==> src/rtl/score_pkg.sv <==
// rtl/score_pkg.sv - shared types and constants for the score display block
package score_pkg;

    typedef enum logic [1:0] {
        IDLE   = 2'd0,
        SHIFT  = 2'd1,
        COMMIT = 2'd2
    } conv_state_t;

    localparam int BCD_W      = 12;
    localparam int NUM_DIGITS = 3;
    localparam int GLYPH_W    = 8;
    localparam int GLYPH_H    = 16;

    // Double-dabble pre-shift correction for one BCD nibble
    function automatic logic [3:0] dabble_adjust(input logic [3:0] nib);
        return (nib >= 4'd5) ? nib + 4'd3 : nib;
    endfunction

endpackage

==> src/rtl/score_display_if.sv <==
// rtl/score_display_if.sv - score input, raster position and glyph/BCD outputs
interface score_display_if;
    logic [7:0]  score_in;
    logic        frame_start;
    logic [9:0]  DrawX;
    logic [9:0]  DrawY;
    logic        is_score_pixel;
    logic [11:0] score_bcd;
    logic        conv_busy;

    modport master (
        output score_in, frame_start, DrawX, DrawY,
        input  is_score_pixel, score_bcd, conv_busy
    );

    modport slave (
        input  score_in, frame_start, DrawX, DrawY,
        output is_score_pixel, score_bcd, conv_busy
    );
endinterface

==> src/rtl/score_digit_rom.sv <==
// rtl/score_digit_rom.sv - 160x8 seven-segment style digit glyph table
module score_digit_rom (
    input  logic [7:0] addr,
    output logic [7:0] row_bits
);
    // Segment order {a,b,c,d,e,f,g}; bars are two pixels thick, column 7 stays blank
    localparam logic [7:0] BAR   = 8'hFE;
    localparam logic [7:0] LEFT  = 8'hC0;
    localparam logic [7:0] RIGHT = 8'h06;

    logic [3:0] digit;
    logic [3:0] row;
    logic [6:0] seg;
    logic [7:0] upper;
    logic [7:0] lower;

    assign digit = addr[7:4];
    assign row   = addr[3:0];

    always_comb begin
        seg = 7'b0000000;
        case (digit)
            4'd0: seg = 7'b1111110;
            4'd1: seg = 7'b0110000;
            4'd2: seg = 7'b1101101;
            4'd3: seg = 7'b1111001;
            4'd4: seg = 7'b0110011;
            4'd5: seg = 7'b1011011;
            4'd6: seg = 7'b1011111;
            4'd7: seg = 7'b1110000;
            4'd8: seg = 7'b1111111;
            4'd9: seg = 7'b1111011;
            default: seg = 7'b0000000;
        endcase
    end

    assign upper = (seg[1] ? LEFT : 8'h00) | (seg[5] ? RIGHT : 8'h00);
    assign lower = (seg[2] ? LEFT : 8'h00) | (seg[4] ? RIGHT : 8'h00);

    always_comb begin
        row_bits = 8'h00;
        case (row)
            4'd1, 4'd2:                 row_bits = seg[6] ? BAR : upper;
            4'd3, 4'd4, 4'd5, 4'd6:     row_bits = upper;
            4'd7:                       row_bits = seg[0] ? BAR : upper;
            4'd8:                       row_bits = seg[0] ? BAR : lower;
            4'd9, 4'd10, 4'd11, 4'd12:  row_bits = lower;
            4'd13, 4'd14:               row_bits = seg[3] ? BAR : lower;
            default:                    row_bits = 8'h00;
        endcase
    end
endmodule

==> src/rtl/score_display.sv <==
// rtl/score_display.sv - once-per-frame binary-to-BCD score and glyph pixel flag
module score_display
    import score_pkg::*;
#(
    parameter logic [9:0] X0         = 10'd32,
    parameter logic [9:0] Y0         = 10'd384,
    parameter int         SCALE_LOG2 = 1
) (
    input  logic           Clk,
    input  logic           Reset,
    score_display_if.slave bus
);
    localparam int         CELL_W = GLYPH_W << SCALE_LOG2;
    localparam int         CELL_H = GLYPH_H << SCALE_LOG2;
    localparam logic [9:0] X_END  = 10'(int'(X0) + NUM_DIGITS * CELL_W);
    localparam logic [9:0] Y_END  = 10'(int'(Y0) + CELL_H);

    conv_state_t      state_q, state_d;
    logic [7:0]       bin_q;
    logic [BCD_W-1:0] acc_q;
    logic [BCD_W-1:0] acc_adj;
    logic [BCD_W-1:0] score_bcd_q;
    logic [2:0]       cnt_q;
    logic             pix_q;
    logic             pix_d;

    assign acc_adj = {dabble_adjust(acc_q[11:8]),
                      dabble_adjust(acc_q[7:4]),
                      dabble_adjust(acc_q[3:0])};

    always_comb begin
        state_d = state_q;
        case (state_q)
            IDLE:    if (bus.frame_start) state_d = SHIFT;
            SHIFT:   if (cnt_q == 3'd7)   state_d = COMMIT;
            COMMIT:  state_d = IDLE;
            default: state_d = IDLE;
        endcase
    end

    always_ff @(posedge Clk) begin
        if (Reset) begin
            state_q     <= IDLE;
            bin_q       <= '0;
            acc_q       <= '0;
            cnt_q       <= '0;
            score_bcd_q <= '0;
            pix_q       <= 1'b0;
        end else begin
            state_q <= state_d;
            pix_q   <= pix_d;
            case (state_q)
                IDLE: begin
                    if (bus.frame_start) begin
                        bin_q <= bus.score_in;
                        acc_q <= '0;
                        cnt_q <= '0;
                    end
                end
                SHIFT: begin
                    {acc_q, bin_q} <= {acc_adj, bin_q} << 1;
                    cnt_q          <= cnt_q + 3'd1;
                end
                COMMIT:  score_bcd_q <= acc_q;
                default: ;
            endcase
        end
    end

    // Raster decode; offsets are only meaningful once in_region has bounded them
    logic [9:0] dx, dy;
    logic       in_region;
    logic [1:0] slot;
    logic [2:0] col;
    logic [3:0] row;
    logic [3:0] digit;
    logic       suppress;
    logic [7:0] rom_row;
    logic       unused_draw;

    assign dx        = bus.DrawX - X0;
    assign dy        = bus.DrawY - Y0;
    assign in_region = (bus.DrawX >= X0) && (bus.DrawX < X_END) &&
                       (bus.DrawY >= Y0) && (bus.DrawY < Y_END);
    assign slot      = dx[3+SCALE_LOG2 +: 2];
    assign col       = dx[SCALE_LOG2 +: 3];
    assign row       = dy[SCALE_LOG2 +: 4];
    assign unused_draw = ^{dx, dy};

    always_comb begin
        digit = score_bcd_q[3:0];
        case (slot)
            2'd0:    digit = score_bcd_q[11:8];
            2'd1:    digit = score_bcd_q[7:4];
            default: digit = score_bcd_q[3:0];
        endcase
    end

    assign suppress = ((slot == 2'd0) && (score_bcd_q[11:8] == 4'd0)) ||
                      ((slot == 2'd1) && (score_bcd_q[11:4] == 8'd0));

    score_digit_rom u_rom (
        .addr     ({digit, row}),
        .row_bits (rom_row)
    );

    assign pix_d = in_region && !suppress && rom_row[3'd7 - col];

    assign bus.is_score_pixel = pix_q;
    assign bus.score_bcd      = score_bcd_q;
    assign bus.conv_busy      = (state_q != IDLE);
endmodule

==> src/flat_wrapper.sv <==
// flat-port wrapper written by rule: the top's interface ports become plain ports
module score_display_flat import score_pkg::*;
#(
    parameter logic [9:0] X0         = 10'd32,
    parameter logic [9:0] Y0         = 10'd384,
    parameter int         SCALE_LOG2 = 1
)
  (Clk, Reset, bus_score_in, bus_frame_start, bus_DrawX, bus_DrawY, bus_is_score_pixel, bus_score_bcd, bus_conv_busy);
  score_display_if bus_i ();
  input  logic Clk;
  input  logic Reset;
  input wire logic [$bits(bus_i.score_in)-1:0] bus_score_in;
  input wire logic [$bits(bus_i.frame_start)-1:0] bus_frame_start;
  input wire logic [$bits(bus_i.DrawX)-1:0] bus_DrawX;
  input wire logic [$bits(bus_i.DrawY)-1:0] bus_DrawY;
  output wire logic [$bits(bus_i.is_score_pixel)-1:0] bus_is_score_pixel;
  output wire logic [$bits(bus_i.score_bcd)-1:0] bus_score_bcd;
  output wire logic [$bits(bus_i.conv_busy)-1:0] bus_conv_busy;
  assign bus_i.score_in = bus_score_in;
  assign bus_i.frame_start = bus_frame_start;
  assign bus_i.DrawX = bus_DrawX;
  assign bus_i.DrawY = bus_DrawY;
  assign bus_is_score_pixel = bus_i.is_score_pixel;
  assign bus_score_bcd = bus_i.score_bcd;
  assign bus_conv_busy = bus_i.conv_busy;
  score_display #(.X0(X0), .Y0(Y0), .SCALE_LOG2(SCALE_LOG2)) u_core (.Clk(Clk), .Reset(Reset), .bus(bus_i));
endmodule
==> config.mk <==
export PLATFORM = sky130hd
export DESIGN_NAME = score_display_flat
export DESIGN_NICKNAME = d
export VERILOG_FILES = /design/src/rtl/score_pkg.sv /design/src/rtl/score_display_if.sv /design/src/rtl/score_digit_rom.sv /design/src/rtl/score_display.sv /design/src/flat_wrapper.sv
export SDC_FILE = /design/constraint.sdc
export NUM_CORES = 1
export LEC_CHECK = 0
export CORE_MARGIN = 2
export CORE_UTILIZATION = 45
export DETAILED_ROUTE_END_ITERATION = 16
export DONT_BUFFER_PORTS = 1
export SLEW_MARGIN = 20
export SYNTH_ARGS = -nofsm -noshare
export SYNTH_HDL_FRONTEND = slang
export SYNTH_HIERARCHICAL = 1
export SYNTH_SLANG_ARGS = --single-unit
==> constraint.sdc <==
create_clock -name Clk -period 7 [get_ports Clk]
set_clock_uncertainty 0.15 [all_clocks]
set_input_delay 1.4 -clock Clk [delete_from_list [all_inputs] [get_ports Clk]]
set_output_delay 1.4 -clock Clk [all_outputs]
set_load 0.05 [all_outputs]
### Word level (Yosys, flattened, before mapping)

Memories as Yosys holds them, arrays and structs flattened.
Cells that the tools add are included.

* muxes and demuxes: 24
* shift-type cells: 0
* eq/ne operators: 20
* $lt $le $gt $ge: 8
* add/sub/neg operators: 7
* divide/modulo/power cells: 0
* reductions and logical operators: 21
* bitwise operators: 2
* $mul: 0

Operator list (number)
* $mux 8: 7
* $pmux 8 s6: 1
* $eq 4x4->1 const B: 7
* $pmux 12 s2: 1
* $eq 4x3->1 const B: 4
* $or 8x3->8: 2
* $pmux 8 s2: 1
* $ge 4x3->1 const B: 3
* $mux 12: 1
* $mux 3: 4
* $ge 10x6->1 const B: 1
* $ge 10x9->1 const B: 1
* $lt 10x7->1 const B: 1
* $lt 10x9->1 const B: 1
* $add 4x2->4 const B: 2
* $eq 4x2->1 const B: 2
* $logic_not 8->1: 1
* $mux 4: 2
* $pmux 4 s2: 1
* $reduce_or 4->1: 2
* $logic_and 1x1->1: 7
* $pmux 3 s2: 1
* $sub 6x6->6 const B: 1
* $sub 5x1->5 const B: 1
* other kinds (21): 27

* logic and storage cells: 89
* bits in read-only memories: 112
* latch bits: 0
* memories: 1
* output and inout port bits: 14
* input bits: 31
* register bits: 38
* bits in writable memories: 0

Memory list
* (name not given): words 16, bits a word 7, rd ports 1, clocked after Yosys merged registers in 0, write ports 0, RTL line score_digit_rom.sv:22 `case (digit)`

### Logic depth before layout (Yosys ltp)

Gate-level depths: netlist of run 1.
An unclocked memory read counts as a cell.

* depth after elaboration: 11
* depth in mapped cells: 13
* mapped depth without buffers: 11

### By module

Netlist of run 1, hierarchy kept.

Modules (own cells, without submodules)
* score_display: cells each 232, seq. area each 760.7 um2, instances 1, area each 1909.3 um2
* score_digit_rom: cells each 54, seq. area each 0.0 um2, instances 1, area each 416.6 um2

### Worst setup path before layout of run 1

No wires, ideal clock.

* kind: input port to flip-flop
* start: input port bus_DrawX[5]
* end: register u_core.pix_q (netlist: u_core/bus.is_score_pixel)
* data arrival time: 4307 ps
* path buffers: 2
* library setup time: 137 ps
* stages on the path: 13
* path slack: 2406 ps
* data required time: 6713 ps
* path through: clkbuf_1 nor2_1 a21oi_1 inv_1 ha_1 and2_1 o311ai_4 a221oi_2 or4_1 buf_4 mux4_2 mux2i_1 a211oi_1

* longest elaborated chain between the ends: 11
* elaborated cells between the ends (all ways): 29
* classes of those cells: 1 x add/sub; 2 x order compare; 1 x eq/ne; 12 x mux; 2 x bitwise; 10 x reduce/logical; 1 x memory

Ends and longest elaborated chain
* start: declaration: RTL line flat_wrapper.sv:14 `input wire logic [$bits(bus_i.DrawX)-1:0] bus_DrawX;`
* $sub 6x6->6 (*): RTL line score_display.sv:81 `assign dx = bus.DrawX - X0;`
* $eq 2x1->1 / $logic_not 2->1 (equally long branches): RTL line score_display.sv:92 `case (slot)`
* $pmux 4 s2 (*): RTL line score_display.sv:92
* via u_core.digit[1]: RTL line score_display.sv:76 `logic [3:0] digit;`
* $mem_v2 16x7 (*)
* $mux 8 (on tied branches): RTL line score_digit_rom.sv:38, score_digit_rom.sv:37
* $or 8x3->8 (on tied branches): RTL line score_digit_rom.sv:38, score_digit_rom.sv:37
* $mux 8 (on tied branches)
* $pmux 8 s6 (*): RTL line score_digit_rom.sv:42 `case (row)`
* via u_core.rom_row[6]: RTL line score_display.sv:78 `logic [7:0] rom_row;`
* $bmux 1 s3 (*): RTL line score_display.sv:107 `assign pix_d = in_region && !suppress && rom_row[3'd7 - col];`
* $mux 1 (implied by the code) (*): RTL line score_display.sv:107
* $logic_and 1x1->1 (*): RTL line score_display.sv:107
* end signal: assignment: RTL line score_display.sv:51 `pix_q <= pix_d;`
* end: declaration: RTL line score_display.sv:24 `logic pix_q;`

Mark *: on every way through the listed nets, which the timed path passes. The rest lies on a longest branch. The select of a mux whose other input is x is not followed.
A chain may end at the register's enable or synchronous reset.

### Final worst setup path of run 1

* start: input port bus_DrawX[4]
* end: register u_core.pix_q (netlist: u_core/bus.is_score_pixel)

Same word-level chain as after synthesis.

==> impl_metrics.json, run 1 <==
{
  "clock_latency_ps": 280,
  "avgSynthCellArea_um2": 8.13,
  "utilization": 0.469,
  "cts_resized": 0,
  "htreeDepth": 2,
  "die_area_um2": 5760,
  "via_per_inst": 5.43,
  "drt_iter0_drc": 90,
  "grt_pass1_wl_um": 7500,
  "diodes": 0,
  "worstPathMaxFanout": 9,
  "timing_worst_setup_path_type": "in2reg",
  "ys_seq_elements": 38,
  "ir_worst_vdd_mv": 0.0761,
  "areaGrowthSynthToFinish_pct": 1.67,
  "p_leak_nw": 0.885,
  "synthFlopType": "dfxtp_1",
  "syn-instance-count": 286,
  "synth-seq-area-share": 0.327,
  "dr.pass1.iters": 4,
  "drive_above_1_share": 0.0662,
  "design_area_um2": 2360,
  "endpoint_kind": "register",
  "syn_area_um2": 2330,
  "fin_crit_sh": 0.610,
  "start_util": 0.461,
  "cts_sinks": 38,
  "finalSetupViolations": 0,
  "cts_setup_buffers": 0,
  "ant_nets": 0,
  "cts_tree": "built",
  "maxCapViolCount": 0,
  "hold_class": "reg2reg",
  "num_vias": 1858,
  "final-hold-violation-count": 0,
  "yosys.area_share.simple": 0.245,
  "die_h_um": 75.9,
  "status": "complete, no violations",
  "fin_nets": 316,
  "max_freq_mhz": 234,
  "clk_path_buf_depth": 2,
  "cts_hold_buf": 0,
  "yosys.area.top_type": "dfxtp_1",
  "p_total_w": 0.000429,
  "wl_per_cell_um": 13.7,
  "async_flop_share": 0,
  "grt_pass1_vias": 1624,
  "period_needed_ps": 4270,
  "num_rows": 26,
  "arrival_ps": 4300,
  "hpwl_um": 3390,
  "synth-xor-area-share": 0.0226,
  "antenna_found_initial": 0,
  "synth_cell_type_count": 48,
  "grt_max_degree": 34,
  "die_w_um": 75.9,
  "relSlewSlack": 0.471,
  "drc": 0,
  "cts_root_buf": "clkbuf_8",
  "path_clk_slew_ps": 70,
  "startpoint": "bus_DrawX[4]",
  "yosys-top-cells-area": "dfxtp_1, ha_1, a21oi_1",
  "mappedNetlistNets": 331,
  "synth_top_area_share": 0.327,
  "cts_buffers": 5,
  "grt_use_total": 0.168,
  "power_density_nw_per_um2": 181,
  "synthAdderAreaFrac": 0.0753,
  "grt_setup_unrepaired": "false",
  "placed_area_um2": 2270,
  "yosysMostFrequentCell": "dfxtp_1",
  "overflow": 0,
  "routed_wl_um": 4700,
  "worstHoldStart": "u_core/bin_q[6]$_SDFFE_PP0P_",
  "synth_mux_area_frac": 0.0624,
  "core_um2": 5040,
  "required_ps": 7020,
  "synth_edf_count": 0,
  "portBuffers": 0,
  "synth-compound-area-share": 0.191,
  "synth_top_family_by_area": "simple AND/OR/NAND/NOR gates",
  "fin_tns_setup_ps": 0,
  "cp-start-kind": "input port",
  "ys_top_cells_by_count": "dfxtp_1, nor2_1, a21oi_1",
  "tightest_slew_ps": 793,
  "timing.rr.start": "u_core/bus.score_bcd[5]$_SDFFE_PP0N_",
  "pin_count": 45,
  "globalplace.congestion": 0.718,
  "ys_warn_count": 6,
  "finalMaxSlewViolations": 0
}
cells by family after synthesis:
family | after synthesis
other cells | 1
xor+xnor | 6
mux | 12
compound gates | 68
buf+inv | 30
fa+ha+maj | 14
simple gates | 117
flops | 38
layer usage:
| metal | vias up | GRT usage | wire, um |
|---|---|---|---|
| li1 | 952 | - | - |
| met1 | 863 | 0.217 | 2230 |
| met2 | 38 | 0.277 | 2240 |
| met3 | 5 | 0.0384 | 187 |
| met4 | 0 | 0.0526 | 49 |
| met5 | - | 0 | 0 |
worst max-delay path, stage by stage:
cell      delay [ps]
mux2i_1           90
a21oi_1          580
inv_1            140
ha_1             320
and2_1           190
o311ai_4         220
a221oi_2         100
or4_1            570
mux4_2           470
mux2i_1          140
a211oi_1          70
worst paths after layout:
| check | to | slack (ps) | depth (start not counted) |
|---|---|---|---|
| max | u_core/bus.is_score_pixel$_SDFF_PP0_ | 2730 | 11 |
| min | u_core/bin_q[7]$_SDFFE_PP0P_ | 320 | 2 |
| max reg2reg | u_core/bus.is_score_pixel$_SDFF_PP0_ | 3100 | 11 |
| min reg2reg | u_core/bin_q[7]$_SDFFE_PP0P_ | 320 | 2 |
power by group:
part | switching, W | total [W] | internal [W]
clock | 0.0000738 | 0.000153 | 0.0000794
combinational | 0.0000266 | 0.0000494 | 0.0000228
sequential | 0.00000483 | 0.000226 | 0.000221
layout make-up:
type	instances	area (um^2)
clock buffer	7	86.3
inverter	8	30.0
multi-input combinational	218	1400
clock inverter	1	5.00
fill	508	2680
sequential	38	761
tap	70	87.6
placed cells by master, fill, tap and decap left out, types with 4 or more instances in the layout:
master	synthesis	routed
a211oi_1	4	4
a21oi_1	32	31
a22o_1	6	6
clkbuf_8	0	6
dfxtp_1	38	38
ha_1	14	14
inv_1	8	8
mux2i_1	10	10
nand2_1	30	30
nand2b_1	7	7
nand3_1	4	4
nor2_1	34	34
nor2b_1	11	11
nor3_1	11	11
o21ai_0	8	8
xnor2_1	4	4
metrics by stage:
step                      instances  setup WS [ps]  hold WS [ps]
after floorplan                 286           2410           291
after global placement          334           2430           308
after detailed placement        334           2390           312
after CTS                       342           2700           323
after global routing            342           2560           344
final                           342           2730           323
sequential cells by signal, summed over array words and instances (netlist names):
signal / flops
u_core/acc_q: 12
u_core/state_q: 2
u_core/bus.score_bcd: 12
u_core/bin_q: 8
u_core/cnt_q: 3
u_core/bus.is_score_pixel: 1
(Power assumes the default switching activity.)
==> run 2, diff against run 1 <==
==> constraint.sdc (replaced) <==
create_clock -name Clk -period 4.1 [get_ports Clk]
set_clock_uncertainty 0.15 [all_clocks]
set_input_delay 0.82 -clock Clk [delete_from_list [all_inputs] [get_ports Clk]]
set_output_delay 0.82 -clock Clk [all_outputs]
set_load 0.05 [all_outputs]
==> run 2 against run 1 <==
  * Critical path depth is the same
  * Global-route usage grew 0.47 points
  * Clock power is 58% higher
  * Final cell count rose by 4.4%
  * Hold slack about the same
  * Sequential share of layout area decreased by 1.4 points
  * Utilization rose by 2.1 points
  * Largest cell class unchanged
==> impl_metrics.json, run 2 (synthesized netlist as in run 1, its figures left out) <==
{
  "status": "complete, no violations",
  "drt_iter0_drc": 83,
  "fin_crit_sh": 0.798,
  "die_area_um2": 5760,
  "cp-start-kind": "input port",
  "r2r_end": "u_core/bus.is_score_pixel$_SDFF_PP0_",
  "grt_max_degree": 34,
  "die_h_um": 75.9,
  "num_vias": 1883,
  "diodes": 0,
  "tightest_slew_ps": 596,
  "num_rows": 26,
  "finalSetupViolations": 0,
  "die_w_um": 75.9,
  "routed_wl_um": 4750,
  "overflow": 0,
  "fin_tns_setup_ps": 0,
  "clock_latency_ps": 280,
  "drc": 0,
  "cts_hold_buf": 0,
  "required_ps": 4120,
  "grt_pass1_vias": 1758,
  "seq_area_um2": 761,
  "fin_nets": 332,
  "core_um2": 5040,
  "portBuffers": 0,
  "n_fill_cell": 512,
  "grt_setup_unrepaired": "false",
  "layout_common_cells": "dfxtp_1, nor2_1, a21oi_1, nand2_1, buf_4",
  "endpoint_kind": "register",
  "timing_worst_setup_path_type": "in2reg",
  "globalplace.congestion": 0.738,
  "max_freq_mhz": 306,
  "clk_path_buf_depth": 2,
  "maxCapViolCount": 0,
  "worstPathMaxFanout": 6,
  "period_needed_ps": 3270,
  "pin_count": 45,
  "multi_input_area_um2": 1390,
  "via_per_inst": 5.27,
  "startpoint": "bus_DrawX[4]",
  "cts_tree": "built",
  "pre_cts_ws_ps": 539,
  "final-hold-violation-count": 0,
  "ff2ff_path_depth": 12,
  "cts_setup_buffers": 0,
  "cts_buffers": 5,
  "areaGrowthSynthToFinish_pct": 6.19,
  "layout_commonest_cell": "dfxtp_1",
  "dr.pass1.iters": 4,
  "start_util": 0.461,
  "hold_class": "reg2reg",
  "antenna_found_initial": 0,
  "drive_above_1_share": 0.111,
  "timing.rr.start": "u_core/bus.score_bcd[4]$_SDFFE_PP0N_",
  "power_density_nw_per_um2": 289,
  "relSlewSlack": 0.602,
  "holdWs_ps": 323,
  "finalWorstSetupSlack_ps": 830,
  "cts_root_buf": "clkbuf_8",
  "ant_nets": 0,
  "wl_per_cell_um": 13.3,
  "grt_pass1_wl_um": 7670,
  "grt_use_total": 0.173,
  "ir_worst_vdd_mv": 0.111,
  "r2r_setup_slack_ps": 850,
  "worstSetupEndpoint": "u_core/bus.is_score_pixel$_SDFF_PP0_",
  "path_clk_slew_ps": 70,
  "hpwl_um": 3450,
  "arrival_ps": 3290,
  "cts_sinks": 38,
  "p_leak_nw": 0.960,
  "htreeDepth": 2,
  "finalMaxSlewViolations": 0,
  "cts_resized": 0
}
-- run 2: worst min-delay path by stage --
stage                                        from                                     to  cells past startpoint
finish               u_core/cnt_q[0]$_SDFFE_PP0P_           u_core/cnt_q[0]$_SDFFE_PP0P_                      1
global placement    u_core/acc_q[11]$_SDFFE_PP0P_  u_core/bus.score_bcd[11]$_SDFFE_PP0N_                      2
CTS                  u_core/cnt_q[0]$_SDFFE_PP0P_           u_core/cnt_q[0]$_SDFFE_PP0P_                      1
floorplan           u_core/acc_q[11]$_SDFFE_PP0P_  u_core/bus.score_bcd[11]$_SDFFE_PP0N_                      2
global route         u_core/acc_q[9]$_SDFFE_PP0P_   u_core/bus.score_bcd[9]$_SDFFE_PP0N_                      2
detailed placement  u_core/acc_q[11]$_SDFFE_PP0P_  u_core/bus.score_bcd[11]$_SDFFE_PP0N_                      2
-- run 2: metrics by stage --
step / cell area [um^2] / power (W) / utilization / instances
6_report: 2470 / 0.000714 / 0.490 / 357
5_1_grt: 2470 / 0.000754 / 0.490 / 357
4_1_cts: 2470 / 0.000726 / 0.490 / 357
3_5_place_dp: 2390 / 0.000482 / 0.474 / 350
3_3_place_gp: 2390 / 0.000482 / 0.474 / 350
2_1_floorplan: 2330 / 0.000487 / - / 286
-- run 2: critical path, stage by stage --
cell and delay, ps:
mux2i_1 100, a21oi_1 190, inv_1 100, ha_1 320
and2_1 190, o311ai_4 220, a221oi_2 100, or4_1 560
mux4_2 470, mux2i_1 160, a211oi_1 70
-- run 2: metal layers --
metal / routed length [um] / up-vias / part of all wire / track usage
met5: 0 / - / 0 / 0
met4: 41 / 0 / 0.0086 / 0.0468
met3: 190 / 6 / 0.040 / 0.0357
met2: 2260 / 39 / 0.48 / 0.293
met1: 2260 / 860 / 0.48 / 0.222
li1: - / 978 / - / -
-- run 2: layout make-up --
class	count	share of cell area
well taps	70	0.0355
flip-flops and latches	38	0.308
clock buffers	6	0.0294
multi-input cells	218	0.563
inverters	8	0.0122
clock inverters	1	0.00304
repair buffers	16	0.0486
-- run 2: power breakdown --
group          switching [W]  internal [W]  total (W)
Clock               0.000124      0.000117   0.000241
Sequential        0.00000819      0.000378   0.000386
Combinational      0.0000457     0.0000414  0.0000870
==> run 3, diff against run 2 <==
==> constraint.sdc (replaced) <==
create_clock -name Clk -period 2.8 [get_ports Clk]
set_clock_uncertainty 0.15 [all_clocks]
set_input_delay 0.56 -clock Clk [delete_from_list [all_inputs] [get_ports Clk]]
set_output_delay 0.56 -clock Clk [all_outputs]
set_load 0.05 [all_outputs]
==> run 3 against run 2 <==
  * The run now ends with negative setup slack left
  * Global-route usage grew 0.10 points
  * Register-to-register slack got worse by 940 ps
  * Total power grew 65%
  * Clock-buffer cell count down 1
  * Hold slack worse by 150 ps
  * Sequential share of layout area fell by 1.5 points
  * Non-clock buffer count is 8 higher
  * Clock power is 94% higher
  * Critical endpoint unchanged
  * Wire length grew 0.13%
  * Flip-flop and latch count stayed put
==> impl_metrics.json, run 3 (synthesized netlist as in run 1, its figures left out) <==
{
  "period_needed_ps": 2890,
  "htreeDepth": 2,
  "p_total_w": 0.00118,
  "final-hold-violation-count": 0,
  "die_area_um2": 5760,
  "busiest_layer": "met2",
  "path_clk_slew_ps": 90,
  "tightest_slew_ps": 575,
  "cp.depth": 11,
  "crit_chain": "mux2i_1 -> a21oi_1 -> inv_1 -> ha_4 -> and2_4 -> o311ai_4 -> a221oi_2 -> or4_4 -> mux4_2 -> mux2i_1 -> a211oi_1",
  "pin_count": 45,
  "grt_pass1_wl_um": 7730,
  "areaGrowthSynthToFinish_pct": 12.4,
  "drive_above_1_share": 0.182,
  "cts_sinks": 38,
  "relSlewSlack": 0.616,
  "drt_iter0_drc": 64,
  "layout_common_cells": "nor2_1, dfxtp_1, nand2_1, a21oi_1, buf_4",
  "crit_family": "simple AND/OR/NAND/NOR gates",
  "portBuffers": 0,
  "drc": 0,
  "required_ps": 2840,
  "fin_tns_setup_ps": -94.4,
  "overflow": 0,
  "die_w_um": 75.9,
  "diodes": 0,
  "worstPathMaxFanout": 2,
  "met1_usage": 0.211,
  "via_per_inst": 5.25,
  "fin_nets": 340,
  "utilization": 0.519,
  "hold_class": "in2reg",
  "clock_latency_ps": 290,
  "cts_root_buf": "clkbuf_8",
  "maxCapViolCount": 0,
  "grt_use_total": 0.174,
  "cts_tree": "built",
  "finalWorstSetupSlack_ps": -94.4,
  "wl_per_cell_um": 13.0,
  "power_density_nw_per_um2": 450,
  "finalMaxSlewViolations": 0,
  "cp_slowest_cell": "or4_4",
  "endpoint_kind": "register",
  "num_vias": 1920,
  "antenna_found_initial": 0,
  "cp_num_buf_inv": 1,
  "ff2ff_path_depth": 11,
  "start_util": 0.461,
  "globalplace.congestion": 0.811,
  "cpPeakStageDelay_ps": 550,
  "fin_crit_sh": 1.03,
  "die_h_um": 75.9,
  "max_freq_mhz": 345,
  "num_rows": 26,
  "fin_cells": 366,
  "grt_setup_unrepaired": "true",
  "finalSetupViolations": 1,
  "timing_worst_setup_path_type": "reg2reg",
  "violations": "negative setup slack",
  "grt_max_degree": 34,
  "cts_buffers": 5,
  "clk_path_buf_depth": 2,
  "grt_pass1_vias": 1801,
  "core_um2": 5040,
  "cts_hold_buf": 0,
  "ant_nets": 0,
  "whs_path_depth": 1,
  "dr.pass1.iters": 4,
  "grt_use_met2": 0.305,
  "cp-start-kind": "register",
  "p_leak_nw": 1.02,
  "routed_wl_um": 4750,
  "crit_top_cell": "mux2i_1",
  "hpwl_um": 3460,
  "status": "complete, but fails checks",
  "arrival_ps": 2930,
  "ir_worst_vdd_mv": 0.332,
  "dp_cells": 355,
  "use_met3": 0.0450
}
run 3: cell types whose count changed in the layout (fill, tap and decap cells not counted), sizes merged:
cell,change
buf,+8
clkbuf,-1
bufinv,+1
clkinvlp,+1
run 3: metrics by stage:
stage / worst slack, ps / instance area (um^2) / hold WS (ps)
2_1_floorplan: -705 / 2350 / 288
3_3_place_gp: -395 / 2440 / 308
3_5_place_dp: -418 / 2440 / 312
4_1_cts: -97.7 / 2600 / 163
5_1_grt: -210 / 2620 / 155
6_report: -94.4 / 2620 / 175
run 3: path summary, 6_finish.rpt:
| kind | start | endpoint | slack, ps |
|---|---|---|---|
| max | u_core/bus.score_bcd[8]$_SDFFE_PP0N_ | u_core/bus.is_score_pixel$_SDFF_PP0_ | -90 |
| min | Reset | u_core/bus.score_bcd[8]$_SDFFE_PP0N_ | 170 |
| max reg2reg | u_core/bus.score_bcd[8]$_SDFFE_PP0N_ | u_core/bus.is_score_pixel$_SDFF_PP0_ | -90 |
| min reg2reg | u_core/bin_q[6]$_SDFFE_PP0P_ | u_core/bin_q[7]$_SDFFE_PP0P_ | 320 |
run 3: area by class of cell:
type | count | area (um^2)
clock buffers | 5 | 68.8
clock inverters | 3 | 45.0
fillers | 480 | 2430
inverters | 8 | 30.0
multi-input cells | 218 | 1430
flip-flops and latches | 38 | 766
well taps | 70 | 87.6
repair buffers | 24 | 184
run 3: what timing repair did:
action | CTS | global route
setup endpoints to repair | 1 | 1
buffers inserted | 3 | 0
gates cloned | 0 | 0
hold endpoints to repair | 0 | 0
resized for setup | 6 | 5
pin swaps | 6 | 3
run 3: routing by layer:
layer / vias to the layer above / share of wire
met4: 0 / 0.0044
met1: 889 / 0.46
met5: - / 0
met3: 2 / 0.047
met2: 34 / 0.49
li1: 995 / -
run 3: power by group:
part | internal, W | switching [W] | leakage (nW)
clock network | 0.000265 | 0.000202 | 0.0504
logic | 0.0000735 | 0.0000715 | 0.658
registers | 0.000553 | 0.0000122 | 0.311
